<file path="config.mk">
export PLATFORM = sky130hd
export DESIGN_NAME = nibble_serial_sub_ctrl_flat
export DESIGN_NICKNAME = d
export VERILOG_FILES = /design/src/rtl/nibble_serial_sub_ctrl_if.sv /design/src/rtl/nibble_serial_sub_ctrl.sv /design/src/flat_wrapper.sv
export SDC_FILE = /design/constraint.sdc
export NUM_CORES = 1
export LEC_CHECK = 0
export BUFFER_PORTS_ARGS = -buffer_cell sky130_fd_sc_hd__clkbuf_2
export CORE_ASPECT_RATIO = 1.5
export CORE_MARGIN = 5
export CORE_UTILIZATION = 45
export CTS_BUF_LIST = sky130_fd_sc_hd__clkbuf_8 sky130_fd_sc_hd__clkbuf_16
export DETAILED_ROUTE_END_ITERATION = 10
export PLACE_DENSITY = 0.68
export SLEW_MARGIN = 25
export SYNTH_ARGS = -nofsm -noshare
export SYNTH_HDL_FRONTEND = slang
export SYNTH_SLANG_ARGS = --single-unit
</file>
<file path="constraint.sdc">
create_clock -name clk -period 4.48 [get_ports clk]
set_input_delay 0.224 -clock clk [delete_from_list [all_inputs] [get_ports clk]]
set_output_delay 0.224 -clock clk [all_outputs]
set_load 0.02 [all_outputs]
</file>
<file path="src/rtl/nibble_serial_sub_ctrl_if.sv">
// -----------------------------------------------------------------------------
// nibble_serial_sub_ctrl_if
// Request/result bundle between a requester and the nibble-serial subtract
// sequencer.
//   start  request to begin a subtraction (honoured only while idle)
//   a, b   minuend / subtrahend, WIDTH bits
//   bin    borrow-in to the least significant nibble
//   ack    consumer acknowledge of a completed result
//   idle   sequencer can accept start
//   busy   subtraction in progress
//   done   result valid, held until ack
//   diff   a - b - bin modulo 2^WIDTH
//   bout   borrow out of the most significant nibble
//   ovf    two's-complement overflow
//   zero   diff is all zeros
// master = requester side, slave = sequencer side.
// -----------------------------------------------------------------------------
interface nibble_serial_sub_ctrl_if #(
  parameter int WIDTH = 16
);
  logic             start;
  logic [WIDTH-1:0] a;
  logic [WIDTH-1:0] b;
  logic             bin;
  logic             ack;
  logic             idle;
  logic             busy;
  logic             done;
  logic [WIDTH-1:0] diff;
  logic             bout;
  logic             ovf;
  logic             zero;

  modport master (
    output start, a, b, bin, ack,
    input  idle, busy, done, diff, bout, ovf, zero
  );

  modport slave (
    input  start, a, b, bin, ack,
    output idle, busy, done, diff, bout, ovf, zero
  );
endinterface

</file>
<file path="src/rtl/nibble_serial_sub_ctrl.sv">
// -----------------------------------------------------------------------------
// nibble_serial_sub_ctrl
// Multi-word subtract sequencer: computes a - b - bin one nibble per clock,
// LSB nibble first, through a single 4-bit borrow-lookahead subtract stage.
// The inter-nibble borrow lives in a register. Start/done/ack handshake.
//   clk    rising-edge clock
//   rst_n  asynchronous active-low reset
//   bus    nibble_serial_sub_ctrl_if slave modport (see interface header)
// WIDTH must be a multiple of 4 and at least 4.
// -----------------------------------------------------------------------------
module nibble_serial_sub_ctrl #(
  parameter int WIDTH = 16
) (
  input  logic                      clk,
  input  logic                      rst_n,
  nibble_serial_sub_ctrl_if.slave   bus
);

  localparam int NIB = WIDTH / 4;
  localparam int CW  = (NIB > 1) ? $clog2(NIB) : 1;

  typedef enum logic [1:0] {
    IDLE = 2'd0,
    RUN  = 2'd1,
    DONE = 2'd2
  } state_t;

  state_t           state;
  state_t           state_next;

  logic [CW-1:0]    cnt;
  logic [WIDTH-1:0] a_reg;
  logic [WIDTH-1:0] b_reg;
  logic [WIDTH-1:0] diff_reg;
  logic [WIDTH-1:0] diff_next;
  logic             borrow;
  logic             bout_reg;
  logic             ovf_reg;
  logic             zero_reg;
  logic             last;

  logic [3:0]       x;
  logic [3:0]       y;
  logic [3:0]       p;
  logic [3:0]       g;
  logic [3:0]       q;
  logic [3:0]       d;
  logic [4:0]       c;

  assign last = (cnt == CW'(NIB - 1));

  // Select the operand nibble addressed by the counter.
  always_comb begin
    x = '0;
    y = '0;
    for (int k = 0; k < NIB; k++) begin
      if (cnt == CW'(k)) begin
        x = a_reg[4*k +: 4];
        y = b_reg[4*k +: 4];
      end
    end
  end

  // 4-bit borrow-lookahead stage. q marks bits that pass an incoming borrow
  // through (x == y); g marks bits that generate one (x = 0, y = 1).
  assign p = x ^ y;
  assign g = ~x & y;
  assign q = ~p;

  assign c[0] = borrow;
  assign c[1] = g[0] | (q[0] & c[0]);
  assign c[2] = g[1] | (q[1] & g[0]) | (q[1] & q[0] & c[0]);
  assign c[3] = g[2] | (q[2] & g[1]) | (q[2] & q[1] & g[0])
              | (q[2] & q[1] & q[0] & c[0]);
  assign c[4] = g[3] | (q[3] & g[2]) | (q[3] & q[2] & g[1])
              | (q[3] & q[2] & q[1] & g[0])
              | (q[3] & q[2] & q[1] & q[0] & c[0]);
  assign d    = p ^ c[3:0];

  // Result word with the current nibble merged in; on the last nibble this
  // is the final difference, which feeds the ovf/zero flags directly.
  always_comb begin
    diff_next = diff_reg;
    for (int k = 0; k < NIB; k++) begin
      if (cnt == CW'(k)) begin
        diff_next[4*k +: 4] = d;
      end
    end
  end

  always_ff @(posedge clk or negedge rst_n) begin
    if (!rst_n) begin
      state <= IDLE;
    end else begin
      state <= state_next;
    end
  end

  // start is only looked at in IDLE and ack only in DONE, so a simultaneous
  // start+ack in DONE just returns to IDLE.
  always_comb begin
    state_next = state;
    case (state)
      IDLE:    if (bus.start) state_next = RUN;
      RUN:     if (last)      state_next = DONE;
      DONE:    if (bus.ack)   state_next = IDLE;
      default:                state_next = IDLE;
    endcase
  end

  // Operand capture, nibble sweep and result flags. Results persist through
  // DONE and IDLE until the next accepted start clears them.
  always_ff @(posedge clk or negedge rst_n) begin
    if (!rst_n) begin
      cnt      <= '0;
      borrow   <= 1'b0;
      a_reg    <= '0;
      b_reg    <= '0;
      diff_reg <= '0;
      bout_reg <= 1'b0;
      ovf_reg  <= 1'b0;
      zero_reg <= 1'b0;
    end else begin
      case (state)
        IDLE: begin
          if (bus.start) begin
            a_reg    <= bus.a;
            b_reg    <= bus.b;
            borrow   <= bus.bin;
            diff_reg <= '0;
            bout_reg <= 1'b0;
            ovf_reg  <= 1'b0;
            zero_reg <= 1'b0;
            cnt      <= '0;
          end
        end
        RUN: begin
          diff_reg <= diff_next;
          borrow   <= c[4];
          cnt      <= cnt + 1'b1;
          if (last) begin
            cnt      <= '0;
            bout_reg <= c[4];
            ovf_reg  <= (a_reg[WIDTH-1] ^ b_reg[WIDTH-1])
                      & (diff_next[WIDTH-1] ^ a_reg[WIDTH-1]);
            zero_reg <= ~|diff_next;
          end
        end
        default: begin
        end
      endcase
    end
  end

  assign bus.idle = (state == IDLE);
  assign bus.busy = (state == RUN);
  assign bus.done = (state == DONE);
  assign bus.diff = diff_reg;
  assign bus.bout = bout_reg;
  assign bus.ovf  = ovf_reg;
  assign bus.zero = zero_reg;

endmodule

</file>
<file path="src/flat_wrapper.sv">
// flat-port wrapper written by rule: the top's interface ports become plain ports
module nibble_serial_sub_ctrl_flat 
#(
  parameter int WIDTH = 16
)
  (clk, rst_n, bus_start, bus_a, bus_b, bus_bin, bus_ack, bus_idle, bus_busy, bus_done, bus_diff, bus_bout, bus_ovf, bus_zero);
  nibble_serial_sub_ctrl_if #(.WIDTH(WIDTH)) bus_i ();
  input  logic clk;
  input  logic rst_n;
  input wire logic [$bits(bus_i.start)-1:0] bus_start;
  input wire logic [$bits(bus_i.a)-1:0] bus_a;
  input wire logic [$bits(bus_i.b)-1:0] bus_b;
  input wire logic [$bits(bus_i.bin)-1:0] bus_bin;
  input wire logic [$bits(bus_i.ack)-1:0] bus_ack;
  output wire logic [$bits(bus_i.idle)-1:0] bus_idle;
  output wire logic [$bits(bus_i.busy)-1:0] bus_busy;
  output wire logic [$bits(bus_i.done)-1:0] bus_done;
  output wire logic [$bits(bus_i.diff)-1:0] bus_diff;
  output wire logic [$bits(bus_i.bout)-1:0] bus_bout;
  output wire logic [$bits(bus_i.ovf)-1:0] bus_ovf;
  output wire logic [$bits(bus_i.zero)-1:0] bus_zero;
  assign bus_i.start = bus_start;
  assign bus_i.a = bus_a;
  assign bus_i.b = bus_b;
  assign bus_i.bin = bus_bin;
  assign bus_i.ack = bus_ack;
  assign bus_idle = bus_i.idle;
  assign bus_busy = bus_i.busy;
  assign bus_done = bus_i.done;
  assign bus_diff = bus_i.diff;
  assign bus_bout = bus_i.bout;
  assign bus_ovf = bus_i.ovf;
  assign bus_zero = bus_i.zero;
  nibble_serial_sub_ctrl #(.WIDTH(WIDTH)) u_core (.clk(clk), .rst_n(rst_n), .bus(bus_i));
endmodule
</file>
# Word-level counts from Yosys, hierarchy flattened
# Index checks and enable logic that the tools add are counted.
[totals]
out_inout_bits = 22
regBits = 56
[op_classes]
n_reduce_logical = 9
bitwise_logic = 34
eq_ne = 8
addsub = 1
n_mux = 30
[ops]
columns = ["op", "n"]
rows = [
  ["two-way mux 4 bit", 12],
  ["case mux 16 bit (2 select lines)", 1],
  ["bitwise AND 1 bit", 17],
  ["two-way mux 16 bit", 1],
  ["OR reduction 16 bit", 1],
  ["two-way mux 2 bit", 5],
  ["OR 1 bit", 10],
  ["NOT 4 bit", 2],
  ["case mux 1 bit (2 select lines)", 4],
  ["XOR 4 bit", 2],
  ["== test 2 bit, second input constant", 3],
  ["case mux 2 bit (3 select lines)", 1],
  ["AND reduction 3 bit", 2],
  ["two-way mux 1 bit", 5],
  ["bitwise AND 4 bit", 1],
  ["== test 2 x 1 -> 1 bit, second input constant", 2],
  ["zero test 2 bit", 2],
  ["!= test 2 bit, second input constant", 2],
  ["case mux 2 bit (2 select lines)", 1],
  ["AND reduction 2 bit", 2],
  ["adder 2 x 1 -> 2 bit, second input constant", 1],
  ["!= test 2 x 1 -> 1 bit, second input constant", 1],
  ["nonzero test 2 bit", 1],
  ["XOR 1 bit", 2],
  ["zero test 1 bit", 1],
]

# Longest topological paths before layout
# Gate-level depths: netlist of run 1.
[depth]
depth_word = 17
ltp_mapped = 15

# Least setup slack after synthesis of run 1
# No wires, ideal clock.
[synth_timing]
kind = "reg2reg"
from = "reg u_core.cnt[0]"
to = "reg u_core.diff_reg[11], in the netlist u_core.bus.diff[11]"
period_less_slack_ns = 2.884
path_stages_with_launch = 15
t_arrival_ns = 2.763
path_slack_ns = 1.596
path_cell_list = "dfrtp_1 > inv_1 > ha_1 > buf_2 > nor2b_1 > a221oi_1 > nor3_1 > a21o_1 > inv_1 > ha_1 > a41o_1 > a21oi_2 > xnor2_1 > nor2_1 > a22o_1"
[synth_between]
elab_chain_cells = 14
word_cells_on_any_way = 27
[synth_lines]
columns = ["item", "line_no", "rtl"]
rows = [
  ["start, declared", "nibble_serial_sub_ctrl.sv:31", "logic [CW-1:0] cnt;"],
  ["start signal, assigned", "nibble_serial_sub_ctrl.sv:140", "cnt <= cnt + 1'b1;"],
  ["zero test 2 bit", "nibble_serial_sub_ctrl.sv:57", "if (cnt == CW'(k)) begin"],
  ["two-way mux 4 bit (4 in a row)", "nibble_serial_sub_ctrl.sv:57", ""],
  ["XOR 4 bit or NOT 4 bit (tied branches)", "nibble_serial_sub_ctrl.sv:66, nibble_serial_sub_ctrl.sv:67", ""],
  ["NOT 4 bit or bitwise AND 4 bit (tied branches)", "nibble_serial_sub_ctrl.sv:68, nibble_serial_sub_ctrl.sv:67", ""],
  ["bitwise AND 1 bit (on tied branches)", "nibble_serial_sub_ctrl.sv:73, nibble_serial_sub_ctrl.sv:74", ""],
  ["OR 1 bit, or another cell as far along", "nibble_serial_sub_ctrl.sv:73", "assign c[3] = g[2] | (q[2] & g[1]) | (q[2] & q[1] & g[0])"],
  ["OR 1 bit or bitwise AND 1 bit (tied branches)", "nibble_serial_sub_ctrl.sv:73, nibble_serial_sub_ctrl.sv:74", ""],
  ["OR 1 bit", "nibble_serial_sub_ctrl.sv:74", "| (q[2] & q[1] & q[0] & c[0]);"],
  ["XOR 4 bit", "nibble_serial_sub_ctrl.sv:78", "assign d = p ^ c[3:0];"],
  ["two-way mux 4 bit *", "nibble_serial_sub_ctrl.sv:85", "if (cnt == CW'(k)) begin"],
  ["case mux 16 bit (2 select lines) *", "nibble_serial_sub_ctrl.sv:124", "case (state)"],
  ["end signal, assigned", "nibble_serial_sub_ctrl.sv:138", "diff_reg <= diff_next;"],
  ["end, declared", "nibble_serial_sub_ctrl.sv:34", "logic [WIDTH-1:0] diff_reg;"],
]
# Mark *: on every way between the ends. The rest lies on a longest branch, timed or not.
# A chain may end at the register's enable or synchronous reset.

# Worst setup path after layout of run 1
[layout_timing]
from = "reg u_core.cnt[1]"
to = "reg u_core.diff_reg[15], in the netlist u_core.bus.diff[15]"
# The elaborated chain is that of the path after synthesis.

==> flow_summary_export.csv, run 1 <==
group,metric,value,unit
placement,gp_congestion,0.845,
floorplanning,fp.dieH,105,um
grt,grt.total_usage,17.4,%
timing,rsz0062_at_grt,"false",
floorplanning,rows,34,
finish,regArea,1400,um2
timing,min_period_over_period,78.5,%
synthesis,synth_top_area_share,51.9,%
placement,numPortBuffers,58,
finish,final_area,3120,um2
routing,drc,0,
clocking,cts_buffers,5,
routing,wirelength,6320,um
power_and_ir_drop,p_sw_share,47.2,%
power_and_ir_drop,leakagePower,0.00166,uW
floorplanning,start_util,46.3,%
synthesis,yosys.cell_count.top_type,"nand2_1",
power_and_ir_drop,pwr-share-comb,58.0,%
hold_path,worstHoldPathType,"primary input to asynchronous set/reset pin",
synthesis,avgSynthCellArea,9.09,um2
power_and_ir_drop,power_density,874,nW/um2
synthesis,synthTopCellsByCount,"nand2_1 (110), dfrtp_1 (56), o21ai_0 (14), a21oi_1 (11)",
floorplanning,dieWidth,73.2,um
timing,max_slew_margin,44.2,%
synthesis,ys_types,41,
routing,ant_nets,0,
clocking,cts_tree,"done",
grt,overflow,0,
finish,syn_to_final_growth,15.5,%
worst_setup_path,max_stage_delay,570,ps
synthesis,synth_top_cell_by_area,"dfrtp_1",
timing,skew,4.73,ps
clocking,cts_buffer_depth,2,
placement,dp_hpwl,4590,um
routing,avgViaCountPerCell,5.21,
synthesis,synthFlopType,"dfrtp_1",
grt,antenna_found_initial,0,
timing,setup_ws,963,ps
worst_setup_path,critical_path_required,4690,ps
finish,final_nets,396,
timing,finalSetupTns,0,ps
run,drv_cap,0,
synthesis,syn-num-nets,344,
floorplanning,die-area,7680,um2
clocking,holdBufCountCts,0,
synthesis,synth_edf_count,0,
finish,fin_util,53.5,%
worst_setup_path,reg2reg_to,"u_core.bus.diff[15]",
worst_setup_path,r2r_cells,13,
finish,layout-drive-gt1-share,20.6,%
finish,num_antenna_cells,0,
worst_setup_path,start_kind,"flop",
clocking,clkLatencyLatePin,310,ps
grt,grt_pass1_vias,2247,
finish,multiInputGateArea,1190,um2
clocking,cts-root-buf,"clkbuf_8",
worst_setup_path,path_depth,13,
synthesis,ys_seq_area_share,51.9,%
worst_setup_path,r2r_slack,960,ps
worst_setup_path,crit_family,"compound AO/OA/AOI/OAI gates",
clocking,cts_setup_buffers,0,
floorplanning,core-area,5830,um2
timing,setup_viol,0,
power_and_ir_drop,p_int,1440,uW
worst_setup_path,critPathSlowestCell,"ha_1",
routing,firstDrtPassIters,4,
power_and_ir_drop,clockPowerShare,10.3,%
synthesis,synth-async-reset-ratio,100,%
synthesis,ys_top_cells_by_area,"dfrtp_1 (52%), nand2_1 (15%), ha_1 (4.2%)",
finish,num-fill-cells,572,
placement,post_dp_cell_area,3030,um2
timing,hold_viol,0,
timing,tightestPinTransition,838,ps
synthesis,synth_warnings,0,
floorplanning,io_pins,59,
grt,grt_first_pass_wirelength,10600,um
synthesis,synth_area,2700,um2
worst_setup_path,path_max_fanout,19,
power_and_ir_drop,vdd_drop_max,337,uV
clocking,cts_max_level,2,
clocking,clkTransAtPathRegs,90,ps
timing,drv_slew,0,
clocking,cts_sinks,56,
worst_setup_path,cp-end-kind,"flop",
worst_setup_path,critical_path_class,"flop to flop",
timing,holdWs,27.3,ps
routing,drt-wirelength-per-cell,15.0,um
worst_setup_path,cp.arrival,3730,ps
synthesis,synth-seq-cells,56,
routing,vias,2200,
power_and_ir_drop,switchingPower,1290,uW
routing,drt-initial-drc-count,60,
worst_setup_path,r2r_start,"u_core.cnt[1]",
synthesis,syn_inst,297,
placement,pre_cts_ws,1010,ps
power_and_ir_drop,seqPwrFrac,31.7,%
timing,fmax,284,MHz
grt,grt_max_degree,57,
run_status,status,"finished clean",
clocking,cts_resized,0,
timing,period_minus_slack,3520,ps
worst_setup_path,path_buf_inv,2,
worst_setup_path,path_cells,"inv_1, ha_1, nor2b_1, a221oi_1, nor3_1, a21o_1, inv_1, ha_1, a41o_1, a21oi_2, xnor2_1, nor2_1, a22o_1",
[power groups by stage]
| stage | logic (uW) | clock network, uW | registers, uW |
|---|---|---|---|
| global placement | 1550 | 0 | 872 |
| detailed placement | 1590 | 0 | 877 |
| global route | 1790 | 308 | 885 |
| floorplan | 1190 | 0 | 882 |
| CTS | 1600 | 290 | 866 |
| finish | 1580 | 281 | 864 |
[cells in the final DEF (no fill, tap or decap), types with 2 or more instances in the layout]
master and n:
nor2b_1 5, o21ai_0 14, clkbuf_8 6, nand2b_1 2, a21o_1 4, nand3b_1 2
a21oi_1 11, nor2_1 10, clkbuf_2 58, nand2_1 110, o22ai_1 2, xnor2_1 3
nor3_1 5, a32o_1 4, buf_4 3, ha_1 9, inv_1 9, nor4_1 4
a22o_1 10, a221oi_1 4, a22oi_1 2, dfrtp_1 56
[cell type report]
cell class              instances  share of cell area (%)
clock buffers                   6                    2.65
multi-input cells             217                    38.3
flip-flops and latches         56                    44.9
well taps                      72                    2.89
clock inverters                 2                   0.241
repair buffers                 61                    10.0
inverters                       8                   0.963
[how the worst max path moves through the flow]
stage	start	slack (ps)	end
6_report	u_core.cnt[1]	960	u_core.bus.diff[15]
5_1_grt	u_core.cnt[1]	650	u_core.borrow
4_1_cts	u_core.cnt[1]	980	u_core.bus.zero
3_5_place_dp	u_core.cnt[1]	1010	u_core.bus.zero
3_3_place_gp	u_core.cnt[1]	1190	u_core.bus.diff[15]
2_1_floorplan	u_core.cnt[0]	1600	u_core.bus.diff[11]
[metal layers]
layer  up-vias  part of all wire, %  track usage [%]
met1      1027                   40             20.5
li1       1110                    -                -
met2        50                   53             30.3
met3        13                  4.5             3.17
met4         0                  2.5             7.39
met5         -                    0                0
[metrics by stage]
stage | power (uW) | std cells
6_report | 2730 | 422
5_1_grt | 2980 | 422
4_1_cts | 2750 | 422
3_5_place_dp | 2470 | 414
3_3_place_gp | 2420 | 414
2_1_floorplan | 2070 | 297
[kinds of logic after synthesis]
kind of cell / Yosys count / synth area share, %
and+or+nand+nor: 144 / 22.5
AOI/OAI and AO/OA: 60 / 15.8
DFF: 56 / 51.9
buffers and inverters: 24 / 3.89
adders and majority gates: 10 / 4.91
xor gates and xnor gates: 3 / 0.973
(Power assumes the default switching activity.)
==> run 2: changes to the inputs <==
--- a/config.mk
+++ b/config.mk
@@ -5,13 +5,14 @@
 export SDC_FILE = /design/constraint.sdc
 export NUM_CORES = 1
 export LEC_CHECK = 0
+export ABC_AREA = 1
 export BUFFER_PORTS_ARGS = -buffer_cell sky130_fd_sc_hd__clkbuf_2
 export CORE_ASPECT_RATIO = 1.5
 export CORE_MARGIN = 5
 export CORE_UTILIZATION = 45
 export CTS_BUF_LIST = sky130_fd_sc_hd__clkbuf_8 sky130_fd_sc_hd__clkbuf_16
 export DETAILED_ROUTE_END_ITERATION = 10
-export PLACE_DENSITY = 0.68
+export PLACE_DENSITY = 0.67
 export SLEW_MARGIN = 25
 export SYNTH_ARGS = -nofsm -noshare
 export SYNTH_HDL_FRONTEND = slang
==> constraint.sdc (replaced) <==
create_clock -name clk -period 3.3 [get_ports clk]
set_input_delay 0.165 -clock clk [delete_from_list [all_inputs] [get_ports clk]]
set_output_delay 0.165 -clock clk [all_outputs]
set_load 0.02 [all_outputs]
==> flow_summary_export.csv, run 2 <==
group,metric,value,unit
finish,final_nets,483,
timing,max_slew_margin,41.9,%
power_and_ir_drop,power_density,1240,nW/um2
routing,drt-wirelength-per-cell,13.4,um
synthesis,synth_warnings,0,
clocking,cts_sinks,56,
finish,regArea,1400,um2
synthesis,synth_area,2960,um2
synthesis,synthTopCellsByCount,"nand2_1 (155), dfrtp_1 (56), inv_1 (30), nand3_1 (21), o21ai_0 (17)",
routing,wirelength,6870,um
synthesis,synth_edf_count,0,
timing,fmax,337,MHz
worst_setup_path,critical_path_class,"flop to flop",
hold_path,min_to,"u_core.state[1]",
floorplanning,rows,36,
run,drv_cap,0,
synthesis,syn_inst,381,
floorplanning,fp.dieH,109,um
synthesis,ys_seq_area_share,47.4,%
finish,final_cells,513,
routing,drt-initial-drc-count,136,
synthesis,ys_types,31,
hold_path,worstHoldStart,"bus_ack",
floorplanning,start_util,45.9,%
synthesis,yosys.cell_count.top_type,"nand2_1",
floorplanning,die-area,8320,um2
synthesis,synth-async-reset-ratio,100,%
floorplanning,core-area,6440,um2
grt,grt_max_degree,42,
routing,wl_met1,2870,um
routing,wl_met3,293,um
placement,pre_cts_ws,253,ps
worst_setup_path,start_kind,"flop",
clocking,clkTransAtPathRegs,100,ps
worst_setup_path,cp-end-kind,"flop",
routing,drc,0,
finish,layout-drive-gt1-share,20.4,%
timing,holdWs,48.8,ps
finish,final_area,3410,um2
routing,routed.top_layer,"met4",
synthesis,syn-num-nets,428,
synthesis,synth_top_cell_by_area,"dfrtp_1",
placement,dp_hpwl,5280,um
timing,rsz0062_at_grt,"false",
clocking,cts_buffer_depth,2,
floorplanning,dieWidth,76.2,um
timing,tightestPinTransition,870,ps
worst_setup_path,reg2reg_to,"u_core.borrow",
finish,syn_to_final_growth,15.2,%
timing,finalSetupTns,0,ps
routing,firstDrtPassIters,4,
finish,final_common_cell,"nand2_1",
clocking,cts_buffers,5,
grt,grt_pass1_vias,2478,
placement,dpl.cell_count,504,
routing,vias,2592,
routing,avgViaCountPerCell,5.05,
power_and_ir_drop,vdd_drop_max,462,uV
clocking,cts-root-buf,"clkbuf_8",
clocking,clkLatencyLatePin,310,ps
synthesis,synth_top_area_share,47.4,%
synthesis,synth-seq-cells,56,
clocking,cts_max_level,2,
run_status,status,"finished clean",
worst_setup_path,path_max_fanout,12,
finish,num-fill-cells,638,
timing,period_minus_slack,2970,ps
worst_setup_path,critical_path_required,3470,ps
floorplanning,io_pins,59,
worst_setup_path,r2r_cells,14,
timing,min_period_over_period,90.0,%
timing,hold_viol,0,
grt,antenna_found_initial,0,
synthesis,avgSynthCellArea,7.76,um2
synthesis,synthFlopType,"dfrtp_1",
placement,gp_congestion,0.888,
placement,post_dp_cell_area,3300,um2
grt,grt_first_pass_wirelength,11600,um
synthesis,ys_top_cells_by_area,"dfrtp_1 (47%), nand2_1 (20%), ha_1 (3.8%)",
worst_setup_path,r2r_slack,330,ps
timing,skew,11.3,ps
clocking,cts_tree,"done",
worst_setup_path,r2r_start,"u_core.cnt[0]",
timing,drv_slew,0,
worst_setup_path,cp.arrival,3140,ps
finish,num_antenna_cells,0,
timing,setup_viol,0,
grt,overflow,0,
hold_path,worstHoldPathCells,2,
timing,setup_ws,329,ps
placement,numPortBuffers,58,
finish,multiInputGateArea,1350,um2
hold_path,worstHoldPathType,"primary input to flop",
finish,layout_common_cells,"nand2_1 (155), clkbuf_2 (58), dfrtp_1 (56), inv_1 (32), nand3_1 (21)",
routing,ant_nets,0,
routing,met2RoutedLength,3470,um
clocking,cts_setup_buffers,0,
grt,grt.total_usage,17.1,%
power_and_ir_drop,leakagePower,0.00188,uW
## run 2: changes by cell type after synthesis, moves of 6 or more
cell,delta
inv_1,+23
o21ai_1,+9
nand2_1,+45
nand3_1,+21
buf_2,+6
## run 2: worst max path at each step
stage / endpoint / start / slack (ps)
after floorplan: u_core.bus.zero / u_core.cnt[0] / 580
after global placement: u_core.bus.zero / u_core.cnt[1] / 420
after detailed placement: u_core.bus.zero / u_core.cnt[1] / 250
after CTS: u_core.bus.zero / u_core.cnt[1] / 240
after global routing: u_core.bus.zero / u_core.cnt[0] / 30
final: u_core.borrow / u_core.cnt[0] / 330
## run 2: report_power, final
group | internal (uW) | total (uW) | switching, uW
clock network | 166 | 377 | 212
registers | 1000 | 1200 | 195
logic | 920 | 2660 | 1740
total | 2090 | 4240 | 2150
## run 2: area by class of cell
type | instances | area share [%]
sequential | 56 | 41.1
multi-input combinational | 274 | 39.5
timing repair buffer | 65 | 10.1
inverter | 34 | 3.75
tap | 76 | 2.79
clock buffer | 6 | 2.42
clock inverter | 2 | 0.220
## run 2: routing by layer
layer	vias up	global-route usage, %
met3	18	2.64
met4	0	9.25
li1	1327	-
met1	1182	21.1
met5	-	0
met2	65	28.7
## run 2: cell families (layout without fill, tap and decap cells)
kind of cell / count (synthesis) / in the layout / synth area share [%]
buf+inv: 51 / 107 / 7.15
simple gates: 204 / 204 / 29.1
compound gates: 60 / 60 / 11.8
flops: 56 / 56 / 47.4
fa+ha+maj: 10 / 10 / 4.49
## run 2: metrics by stage
| step | utilization [%] | total power (uW) |
|---|---|---|
| global route | 52.9 | 4680 |
| CTS | 52.8 | 4260 |
| finish | 52.9 | 4240 |
| detailed placement | 51.3 | 3860 |
| global placement | 51.3 | 3800 |
| floorplan | - | 3230 |
## run 2: what timing repair did
action                                  4_1_cts  5_1_grt
endpoints found under the setup margin        0        1
gates resized for setup                       0        1
endpoints found under the hold margin        28        0
hold buffers                                  1        0
## run 2: worst max-delay path, cell delays in order (launching register included)
cell      delay, ps
dfrtp_1         430
inv_1           100
ha_1            440
inv_2           210
o21ai_0         210
a21oi_1          90
ha_1            400
nand2_1         110
nand3_1          70
nand2_1          90
nand2_1          80
nand2_2         110
inv_1            50
o21ai_0         310
o211ai_1        150
